## config.mk

```make
export PLATFORM = sky130hd
export DESIGN_NAME = scan_7seg_ctrl
export DESIGN_NICKNAME = d
export VERILOG_FILES = /design/src/rtl/scan_7seg_ctrl.sv
export SDC_FILE = /design/constraint.sdc
export NUM_CORES = 1
export LEC_CHECK = 0
export BUFFER_PORTS_ARGS = -buffer_cell sky130_fd_sc_hd__buf_2
export CAP_MARGIN = 10
export CORE_MARGIN = 5
export CORE_UTILIZATION = 53
export DETAILED_ROUTE_END_ITERATION = 12
export PLACE_DENSITY = 0.74
export SYNTH_ARGS = -nofsm -noshare
export SYNTH_HDL_FRONTEND = slang
export SYNTH_SLANG_ARGS = --single-unit
```

## constraint.sdc

```tcl
create_clock -name i_Clk -period 2.7 [get_ports i_Clk]
set_input_delay 0.405 -clock i_Clk [delete_from_list [all_inputs] [get_ports i_Clk]]
set_output_delay 0.405 -clock i_Clk [all_outputs]
set_load 0.01 [all_outputs]
```

## src/rtl/scan_7seg_ctrl.sv

```systemverilog
// Multiplexed 4-digit 7-segment scan controller: one digit lit at a time with
// dark guard gaps, double-buffered value updated only at frame start, leading-zero blanking.
module scan_7seg_ctrl #(
  parameter int CLK_DIV = 50000,
  parameter int GUARD   = 4
) (
  input  logic        i_Clk,
  input  logic        i_Rst_n,
  input  logic [15:0] i_Valor,
  input  logic        i_Cargar,
  input  logic        i_Habilitar,
  input  logic        i_Blank_ceros,
  output logic [3:0]  o_Bits,
  output logic [3:0]  o_Anodos,
  output logic        o_Blank,
  output logic        o_Ocupado,
  output logic        o_Listo
);

  // state     | meaning
  // APAGADO   | scanning disabled, display dark
  // GUARDA    | all anodes off between digits
  // ENCENDIDO | digit digit_q lit for CLK_DIV cycles
  typedef enum logic [1:0] {APAGADO, GUARDA, ENCENDIDO} state_t;

  localparam int CW = ($clog2(CLK_DIV) > 8) ? $clog2(CLK_DIV) : 8;
  localparam logic [CW-1:0] ON_LAST    = CW'(CLK_DIV - 1);
  localparam logic [CW-1:0] GUARD_LAST = CW'(GUARD - 1);

  state_t        state_q, state_d;
  logic [1:0]    digit_q, digit_d;
  logic [CW-1:0] cnt_q, cnt_d;
  logic [15:0]   disp_q, disp_d;
  logic [15:0]   pend_q, pend_d;
  logic          ocup_q, ocup_d;
  logic          listo_q, listo_d;
  logic [3:0]    anod_q, anod_d;
  logic [3:0]    bits_q, bits_d;
  logic          blank_q, blank_d;
  logic          frame_start;
  logic          lead_zero;

  always_ff @(posedge i_Clk or negedge i_Rst_n) begin
    if (!i_Rst_n) begin
      state_q <= APAGADO;
      digit_q <= 2'd3;
      cnt_q   <= '0;
      disp_q  <= 16'h0000;
      pend_q  <= 16'h0000;
      ocup_q  <= 1'b0;
      listo_q <= 1'b0;
      anod_q  <= 4'b1111;
      bits_q  <= 4'h0;
      blank_q <= 1'b1;
    end else begin
      state_q <= state_d;
      digit_q <= digit_d;
      cnt_q   <= cnt_d;
      disp_q  <= disp_d;
      pend_q  <= pend_d;
      ocup_q  <= ocup_d;
      listo_q <= listo_d;
      anod_q  <= anod_d;
      bits_q  <= bits_d;
      blank_q <= blank_d;
    end
  end

  always_comb begin
    state_d     = state_q;
    digit_d     = digit_q;
    cnt_d       = cnt_q + CW'(1);
    disp_d      = disp_q;
    pend_d      = pend_q;
    ocup_d      = ocup_q;
    listo_d     = 1'b0;
    frame_start = 1'b0;

    if (i_Cargar) begin
      pend_d = i_Valor;
      ocup_d = 1'b1;
    end

    if (!i_Habilitar) begin
      state_d = APAGADO;
      cnt_d   = '0;
    end else begin
      case (state_q)
        APAGADO: begin
          state_d = GUARDA;
          digit_d = 2'd3;
          cnt_d   = '0;
        end
        GUARDA: begin
          if (cnt_q == GUARD_LAST) begin
            state_d     = ENCENDIDO;
            digit_d     = digit_q + 2'd1;
            cnt_d       = '0;
            frame_start = (digit_q == 2'd3);
          end
        end
        ENCENDIDO: begin
          if (cnt_q == ON_LAST) begin
            state_d = GUARDA;
            cnt_d   = '0;
          end
        end
        default: begin
          state_d = APAGADO;
          cnt_d   = '0;
        end
      endcase
    end

    // A load on the frame-start edge bypasses the pending buffer entirely.
    if (frame_start) begin
      if (i_Cargar) begin
        disp_d  = i_Valor;
        ocup_d  = 1'b0;
        listo_d = 1'b1;
      end else if (ocup_q) begin
        disp_d  = pend_q;
        ocup_d  = 1'b0;
        listo_d = 1'b1;
      end
    end
  end

  // Outputs are derived from next-state values so they line up with the state.
  always_comb begin
    case (digit_d)
      2'd1:    lead_zero = (disp_d[15:4] == 12'h000);
      2'd2:    lead_zero = (disp_d[15:8] == 8'h00);
      2'd3:    lead_zero = (disp_d[15:12] == 4'h0);
      default: lead_zero = 1'b0;
    endcase

    anod_d  = 4'b1111;
    blank_d = 1'b1;
    bits_d  = bits_q;
    if (state_d == ENCENDIDO) begin
      bits_d = disp_d[{digit_d, 2'b00} +: 4];
      if (!(i_Blank_ceros && lead_zero)) begin
        anod_d  = ~(4'b0001 << digit_d);
        blank_d = 1'b0;
      end
    end
  end

  assign o_Bits    = bits_q;
  assign o_Anodos  = anod_q;
  assign o_Blank   = blank_q;
  assign o_Ocupado = ocup_q;
  assign o_Listo   = listo_q;

endmodule

```

==> flow_metrics.py, run 1 <==
metrics = {
    "synthesis": {
        "async_reset_ff_share_pct": 100,
        "yosysUniqueCellTypes": 55,
        "ys.flop_type": "dfrtp_1",
        "synth_nets": 300,
        "yosysWarnings": 0,
        "syn_area_per_cell_um2": 11.3,
        "synth_area_leader_cell": "dfrtp_1",
        "syn_area_um2": 3100,
        "syn_inst": 273,
        "synth_edf_count": 0,
        "ys_seq_area_share_pct": 51.2,
        "synthTopCellsByArea": "dfrtp_1 45%, mux2_2 7.3%, dfstp_2 5.9%",
        "synth_seq_cells": 63,
        "synth_top_area_share_pct": 45.3,
    },
    "place": {
        "portBuffers": 31,
        "hpwl_um": 4470,
        "dp_cells": 376,
        "gp_congestion": 0.833,
    },
    "die": {
        "start_util_pct": 55.2,
        "dieArea_um2": 7470,
        "boundaryPins": 32,
        "die_h_um": 86.4,
        "die_w_um": 86.4,
        "core_um2": 5610,
        "num_rows": 27,
    },
    "detailed_routing": {
        "drtAntennaViolNets": 0,
        "wire_per_inst_um": 16.0,
        "viasPerCell": 5.55,
        "first_iter_violations": 80,
        "drc_errors": 0,
        "num_vias": 2174,
        "routed_wl_um": 6280,
        "dr.pass1.iters": 4,
    },
    "grt": {
        "busiest_layer": "met1",
        "met1_usage_pct": 25.9,
        "grt.met3_usage_pct": 4.37,
        "grt.total_usage_pct": 18.0,
        "grt_max_degree": 33,
        "grt_use_met2_pct": 25.4,
        "antenna_found_initial": 0,
        "grt_pass1_vias": 2112,
        "grt_pass1_wl_um": 10400,
        "overflow": 0,
    },
    "layout": {
        "area.growth.synth_to_final_pct": 16.5,
        "instances_no_fill": 392,
        "drive_gt1_share_pct": 31.9,
        "antennaDiodeCount": 0,
        "nets": 342,
    },
    "cts": {
        "htreeDepth": 3,
        "numCtsBuffers": 9,
        "clk_pin_slew_ns": 0.08,
        "clock_latency_ns": 0.34,
        "clockBufferDepth": 2,
        "cts_tree": "yes",
        "cts_hold_buf": 0,
        "cts_root_buf": "clkbuf_8",
        "cts.sinks": 63,
    },
    "timing": {
        "finalMaxSlewViolations": 0,
        "finalHoldViolations": 0,
        "tightest_slew_ns": 0.729,
        "fmax_mhz": 391,
        "slew_headroom_pct": 51.4,
        "clock_skew_ns": 0.0105,
        "fin_crit_ns": 2.56,
        "fin_crit_sh_pct": 94.8,
        "holdWs_ns": 0.119,
        "rsz0062_at_grt": "true",
        "setup_violations": 0,
    },
    "worst_setup_path": {
        "critPathCaptureType": "flop",
        "crit_path_start_kind": "flop",
        "critPathArrivalTime_ns": 2.82,
        "crit_fanout": 11,
        "cp_slowest_cell": "a2111o_1",
        "reg2reg_depth": 8,
        "path_cells": "ha_1 > nor4b_4 > nand4_2 > nor3_2 > buf_12 > mux2_2 > a2111o_1 > o211ai_1",
        "crit_family": "simple AND/OR/NAND/NOR gates",
        "cp.required_ns": 2.96,
        "critPathMaxStageDelay_ns": 0.42,
        "crit_type": "reg2reg",
        "cp_num_cells": 8,
        "cp_num_buf_inv": 1,
    },
    "worst_hold_path": {
        "hold_path.class": "in2async",
    },
    "power_and_ir_drop": {
        "total_leakage_power_nw": 1.68,
        "power_per_cell_area_nw_per_um2": 549,
        "peakVddDrop_uv": 409,
    },
    "outcome": {
        "status": "completed",
    },
    "job": {
        "maxCapViolCount": 0,
    },
}
-- flip-flops by register name, indices dropped and copies added (netlist names) --
signal / flops
digit_q: 2
o_Ocupado: 1
o_Listo: 1
o_Bits: 4
pend_q: 16
state_q: 2
disp_q: 16
o_Blank: 1
cnt_q: 16
o_Anodos: 4
-- stage by stage --
stage,power (mW),util [%],TNS (ns),area (um^2),worst slack [ns]
2_1_floorplan,1.06,-,0,3100,0.208
3_3_place_gp,1.11,60.4,0,3390,0.211
3_5_place_dp,1.11,60.4,0,3390,0.141
4_1_cts,2.00,64.2,0,3600,0.107
5_1_grt,2.07,64.3,-0.000490,3610,-0.000490
6_report,1.98,64.3,0,3610,0.139
-- routing by layer --
metal | wire, um | vias up
li1 | - | 1050
met1 | 3000 | 1058
met2 | 2780 | 54
met3 | 355 | 12
met4 | 141 | 0
met5 | 0 | -
-- Yosys cell counts (3+ instances only) --
cell type	n
a21oi_1	14
mux2_2	20
dfrtp_1	56
inv_1	7
buf_2	3
nor3_1	4
nor4_1	8
ha_1	6
xnor2_1	6
mux2_1	5
dfstp_2	7
clkbuf_1	3
o21ai_0	4
and3_1	6
nand3_1	11
mux2i_1	10
nor2_1	38
nand2_1	14
xor2_1	8
-- layout by cell type, fill, tap and decap left out, drive strengths merged, types with 2 or more instances in the layout --
cell type and n:
mux2 27, nor3 5, clkbuf 10, dfrtp 56, inv 8, nand3 12, xor2 8, dfstp 7
mux2i 10, and3 6, bufinv 2, nor3b 2, nor4b 3, a31oi 2, nor4 10, ha 6
nor2 39, o21ai 5, a21oi 14, xnor2 6, o211ai 2, clkinvlp 2, buf 42, nand2 15
clkinv 2, nand4 3
-- path summary, 6_finish.rpt --
check / startpoint / to / slack, ns
worst max-delay path: cnt_q[0] / o_Anodos[2] / 0.14
worst min-delay path: i_Rst_n / o_Bits[2] / 0.12
worst max register to register: cnt_q[0] / o_Anodos[2] / 0.14
worst min register to register: cnt_q[0] / cnt_q[0] / 0.46
max in group asynchronous: i_Rst_n / pend_q[7] / 1.96
min in group i_Clk: i_Valor[0] / pend_q[0] / 0.31
-- kinds of logic (layout without fill, tap and decap cells) --
group                    after synthesis  after routing  share of synthesized area, %
flip-flops                            63             63                          51.2
XOR/XNOR                              14             14                          3.96
multiplexers                          37             37                          13.3
AO/OA/AOI/OAI                         34             34                          8.00
buffers and inverters                 19             66                          3.03
adder cells (fa/ha/maj)                6              6                          2.42
AND/OR/NAND/NOR                      100            100                          18.1
-- power by group --
group          total [mW]  internal [mW]  leakage [nW]  switching (mW)
clock               0.887          0.516         0.102           0.371
combinational       0.116         0.0486         0.766          0.0669
sequential          0.979          0.970         0.813         0.00880
total                1.98           1.53          1.68           0.447
-- final cells by class --
cell class / instances / area, um^2
Inverter: 8 / 30.0
Multi-Input combinational cell: 191 / 1430
Timing Repair Buffer: 42 / 263
Tap cell: 72 / 90.1
Sequential cell: 63 / 1590
Fill cell: 457 / 2000
Clock buffer: 10 / 128
Clock inverter: 6 / 85.1
-- worst reg2reg max path, delay by kind of cell (launching register included) --
kind | cells | cell delay, ns
AOI/OAI and AO/OA | 2 | 0.63
adders and majority gates | 1 | 0.23
buffers and inverters | 1 | 0.17
DFF | 1 | 0.36
muxes | 1 | 0.36
and+or+nand+nor | 3 | 0.73
-- timing repair --
item	4_1_cts	5_1_grt
hold endpoints to repair	0	0
setup buffers	0	0
gates resized for setup	0	2
setup endpoints to repair	0	3
Power figures use the tool's default switching activity.
==> inputs of run 2 (changes only) <==
- CORE_UTILIZATION: 53 -> 60
- PLACE_DENSITY: 0.74 -> 0.79
- clock period: 2.7 -> 3.25 ns (I/O delays scaled with it)
==> run 2 against run 1 <==
  * Sequential share of layout area up 1.1 points
  * Die area down 10%
  * Total power down 19%
  * Global-route usage up 2.9 points
  * Sequential power down 17%
  * Flip-flop and latch count unchanged
  * Register-to-register slack better by 0.31 ns
  * Utilization up 5.1 points
  * Via count down 1.8%
  * Worst hold slack worse by 0.12 ns
==> flow_metrics.py, run 2 (synthesized netlist as in run 1, its figures left out) <==
metrics = {
    "grt": {
        "grt_pass1_wl_um": 10500,
        "overflow": 0,
        "grt_pass1_vias": 2157,
        "grt.total_usage_pct": 21.0,
        "grt_max_degree": 33,
        "antenna_found_initial": 0,
    },
    "worst_setup_path": {
        "cp.required_ns": 3.47,
        "timing.rr.start": "cnt_q[0]",
        "crit_type": "reg2reg",
        "r2r_setup_slack_ns": 0.44,
        "endpoint": "o_Bits[3]",
        "r2r_end": "o_Bits[3]",
        "startpoint": "cnt_q[0]",
        "crit_fanout": 10,
        "crit_path_start_kind": "flop",
        "critPathArrivalTime_ns": 3.03,
        "reg2reg_depth": 7,
        "critPathCaptureType": "flop",
    },
    "place": {
        "portBuffers": 31,
        "post_dp_cell_area_um2": 3310,
        "dp_cells": 368,
        "dpl_worst_slack_ns": 0.481,
        "gp_congestion": 0.786,
        "hpwl_um": 4310,
    },
    "layout": {
        "stdcell_area_um2": 3520,
        "instances_no_fill": 384,
        "layout.cells.most_common": "dfrtp_1",
        "final_util_pct": 69.4,
        "area.growth.synth_to_final_pct": 13.7,
        "nets": 336,
        "antennaDiodeCount": 0,
        "mostFrequentLayoutCells": "56 x dfrtp_1, 38 x nor2_1, 31 x buf_2",
        "biggestRegsByFlops": "cnt_q: 16 flops, disp_q: 16 flops, pend_q: 16 flops",
        "drive_gt1_share_pct": 30.3,
    },
    "die": {
        "boundaryPins": 32,
        "num_rows": 26,
        "dieArea_um2": 6700,
        "die_h_um": 81.8,
        "start_util_pct": 61.0,
        "core_um2": 5070,
        "die_w_um": 81.8,
    },
    "cts": {
        "cts_tree": "yes",
        "numCtsBuffers": 9,
        "clk_pin_slew_ns": 0.07,
        "clock_latency_ns": 0.33,
        "postCtsSetupRepairBufs": 0,
        "ctsResizeCount": 0,
        "clockBufferDepth": 2,
        "htreeDepth": 3,
        "cts_root_buf": "clkbuf_8",
        "cts.sinks": 63,
        "cts_hold_buf": 0,
    },
    "timing": {
        "fin_crit_sh_pct": 86.3,
        "tns_ns": 0,
        "setup_violations": 0,
        "holdWs_ns": 0.00333,
        "tightest_slew_ns": 0.611,
        "slew_headroom_pct": 59.2,
        "clock_skew_ns": 0.00641,
        "finalHoldViolations": 0,
        "rsz0062_at_grt": "false",
        "fmax_mhz": 356,
        "layout_setup_ws_ns": 0.445,
        "fin_crit_ns": 2.81,
        "finalMaxSlewViolations": 0,
    },
    "detailed_routing": {
        "routed_wl_um": 6120,
        "drc_errors": 0,
        "viasPerCell": 5.56,
        "dr.pass1.iters": 5,
        "wire_per_inst_um": 15.9,
        "first_iter_violations": 132,
        "drtAntennaViolNets": 0,
        "num_vias": 2135,
    },
    "power_and_ir_drop": {
        "total_leakage_power_nw": 1.64,
        "power_per_cell_area_nw_per_um2": 453,
        "peakVddDrop_uv": 334,
        "p_total_mw": 1.60,
    },
    "outcome": {
        "status": "completed",
    },
    "worst_hold_path": {
        "hold_path.class": "in2async",
    },
    "job": {
        "maxCapViolCount": 0,
    },
}
-- run 2: changes by cell type in the layout (fill, tap and decap cells not counted), sizes merged --
| cell | before | now |
|---|---|---|
| bufinv | 2 | 1 |
| buf | 42 | 36 |
| clkbuf | 10 | 11 |
| clkinvlp | 2 | 1 |
| clkinv | 2 | 3 |
-- run 2: report_power, final --
part           internal, mW  leakage [nW]  switching [mW]  total, mW
combinational        0.0392         0.726          0.0561     0.0953
sequential            0.806         0.813         0.00747      0.813
clock                 0.394         0.105           0.293      0.688
total                  1.24          1.64           0.357       1.60
-- run 2: worst max-delay path, cell delays in order, from the launching register on --
cell and delay (ns):
dfrtp_1 0.37, ha_1 0.24, nor4b_4 0.30, and4_1 0.53, o21ai_1 0.14, o32ai_2 0.27, nor2b_1 0.46, mux2_2 0.39
-- run 2: worst min-delay path by stage --
stage	start	to	slack, ns	cells after the start
after global placement	i_Rst_n	pend_q[6]	0.36	1
final	i_Rst_n	pend_q[15]	0.003	1
after global routing	i_Rst_n	pend_q[9]	0.01	1
after CTS	i_Rst_n	pend_q[9]	0.001	1
after floorplan	i_Rst_n	cnt_q[0]	0.19	0
after detailed placement	i_Rst_n	pend_q[6]	0.36	1
-- run 2: final cells by class --
class | instances | area, um^2
clock buffers | 11 | 151
clock inverters | 5 | 56.3
fillers | 397 | 1550
inverters | 8 | 30.0
multi-input cells | 191 | 1420
flip-flops and latches | 63 | 1590
well taps | 70 | 87.6
repair buffers | 36 | 193
-- run 2: per-layer routing --
metal	global-route usage, %	wire length (um)	up-vias	part of all wire (%)
met5	0	0	-	0
met4	8.31	90	0	1.5
met3	4.28	233	10	3.8
met2	32.1	2850	44	47
met1	29.3	2940	1041	48
li1	-	-	1040	-
==> inputs of run 3 (changes only) <==
- CORE_UTILIZATION: 60 -> 58
- PLACE_DENSITY: 0.79 -> 0.77
- clock period: 3.25 -> 2.6 ns (I/O delays scaled with it)
==> run 3 against run 2 <==
  * Sequential power up 25%
  * Via count grew 3.9%
  * Wire length up 9.2%
  * First-iteration DRC count shrank 11%
  * Global-route usage fell by 1.4 points
  * Non-clock buffer count is 13 higher
  * Worst hold slack improved by 0.082 ns
  * Die area up 3.0%
  * Register-to-register slack got worse by 0.40 ns
  * Count of clock-buffer cells in the layout down 2
  * Cell count is 3.4% higher
  * Cell area rose by 4.8%
  * Largest cell class unchanged
  * Largest power group unchanged
==> flow_metrics.py, run 3 (synthesized netlist as in run 1, its figures left out) <==
metrics = {
    "power_and_ir_drop": {
        "peakVddDrop_uv": 479,
        "total_leakage_power_nw": 1.73,
        "power_per_cell_area_nw_per_um2": 564,
    },
    "grt": {
        "grt_max_degree": 35,
        "antenna_found_initial": 0,
        "grt_pass1_vias": 2209,
        "overflow": 0,
        "grt_pass1_wl_um": 10800,
        "grt.total_usage_pct": 19.5,
    },
    "layout": {
        "multi_input_area_um2": 1450,
        "layout.cells.most_common": "dfrtp_1",
        "nets": 349,
        "regArea_um2": 1590,
        "drive_gt1_share_pct": 34.6,
        "mostFrequentLayoutCells": "56 x dfrtp_1, 38 x nor2_1, 32 x buf_2",
        "stdcell_area_um2": 3690,
        "fillers": 377,
        "antennaDiodeCount": 0,
        "area.growth.synth_to_final_pct": 19.2,
        "final_util_pct": 71.8,
        "biggestRegsByFlops": "cnt_q: 16 flops, disp_q: 16 flops, pend_q: 16 flops",
    },
    "cts": {
        "cts_root_buf": "clkbuf_8",
        "clock_latency_ns": 0.34,
        "htreeDepth": 3,
        "numCtsBuffers": 9,
        "clockBufferDepth": 2,
        "cts_tree": "yes",
        "cts_hold_buf": 0,
        "cts.sinks": 63,
        "clk_pin_slew_ns": 0.07,
    },
    "timing": {
        "slew_headroom_pct": 54.1,
        "clock_skew_ns": 0.00634,
        "setup_violations": 0,
        "fin_crit_ns": 2.56,
        "tightest_slew_ns": 0.688,
        "fmax_mhz": 391,
        "fin_crit_sh_pct": 98.4,
        "finalHoldViolations": 0,
        "finalMaxSlewViolations": 0,
    },
    "worst_setup_path": {
        "critPathArrivalTime_ns": 2.82,
        "critPathCaptureType": "flop",
        "cp.required_ns": 2.86,
        "crit_path_start_kind": "flop",
        "crit_fanout": 8,
        "crit_type": "reg2reg",
    },
    "place": {
        "gp_congestion": 0.854,
        "portBuffers": 31,
        "post_dp_cell_area_um2": 3400,
        "hpwl_um": 4450,
    },
    "detailed_routing": {
        "routed_wl_um": 6680,
        "num_vias": 2218,
        "wire_per_inst_um": 16.8,
        "drtAntennaViolNets": 0,
        "dr.pass1.iters": 4,
        "viasPerCell": 5.59,
        "first_iter_violations": 117,
        "drc_errors": 0,
    },
    "die": {
        "start_util_pct": 60.2,
        "die_h_um": 83.1,
        "die_w_um": 83.1,
        "core_um2": 5140,
        "num_rows": 26,
        "boundaryPins": 32,
        "dieArea_um2": 6900,
    },
    "job": {
        "maxCapViolCount": 0,
    },
    "outcome": {
        "status": "completed",
    },
    "worst_hold_path": {
        "hold_path.class": "in2async",
    },
}
## run 3: changes by cell type in the layout (fill, tap and decap cells not counted), sizes merged
cell / previous run / this run
buf: 36 / 49
bufinv: 1 / 2
clkbuf: 11 / 9
clkinv: 3 / 1
clkinvlp: 1 / 3
inv: 8 / 9
## run 3: per-layer routing
layer  part of all wire (%)  track usage, %
met4                    1.2            6.09
met2                     49            31.4
met3                    5.6            6.04
met5                      0               0
met1                     45            25.3
## run 3: path summary, 6_finish.rpt
check                            startpoint     endpoint  slack [ns]  depth (start not counted)
min in group i_Clk              i_Valor[10]   pend_q[10]        0.29                          3
worst min-delay path                i_Rst_n    pend_q[4]        0.09                          1
worst max-delay path               cnt_q[7]      o_Blank        0.04                          8
worst max register to register     cnt_q[7]      o_Blank        0.04                          8
worst min register to register    pend_q[4]    pend_q[4]        0.50                          1
max in group asynchronous           i_Rst_n  o_Anodos[1]        1.83                          2
## run 3: stage by stage
stage	setup TNS [ns]	instances	setup slack [ns]	total power, mW	hold slack, ns
after floorplan	0	273	0.108	1.10	0.0944
after global placement	0	378	0.136	1.15	0.438
after detailed placement	0	378	0.0437	1.16	0.462
after CTS	0	394	0.0122	2.09	0.103
after global routing	-0.106	397	-0.0281	2.16	0.136
final	0	397	0.0424	2.08	0.0855
## run 3: layout make-up
class | instances | share of cell area (%)
clock buffer | 9 | 3.36
clock inverter | 7 | 2.61
inverter | 8 | 0.814
multi-input combinational | 191 | 39.3
sequential | 63 | 43.0
tap | 70 | 2.37
timing repair buffer | 49 | 8.58
## run 3: power by group
part	total, mW	internal, mW	switching, mW
clock network	0.941	0.540	0.401
logic	0.125	0.0526	0.0726
registers	1.02	1.01	0.00853
total	2.08	1.60	0.482
## run 3: worst max-delay path: stages (launching register included)
cell and delay, ns:
dfrtp_1 0.43, nor3_1 0.41, nand4_2 0.22, buf_4 0.22, nor4_1 0.31, nor2_1 0.15
nor4_2 0.43, a31oi_1 0.14, a22oi_1 0.17
## run 3: what timing repair did
action	in CTS	in global routing
resized for setup	0	9
buffers inserted	0	2
setup endpoints to repair	0	8
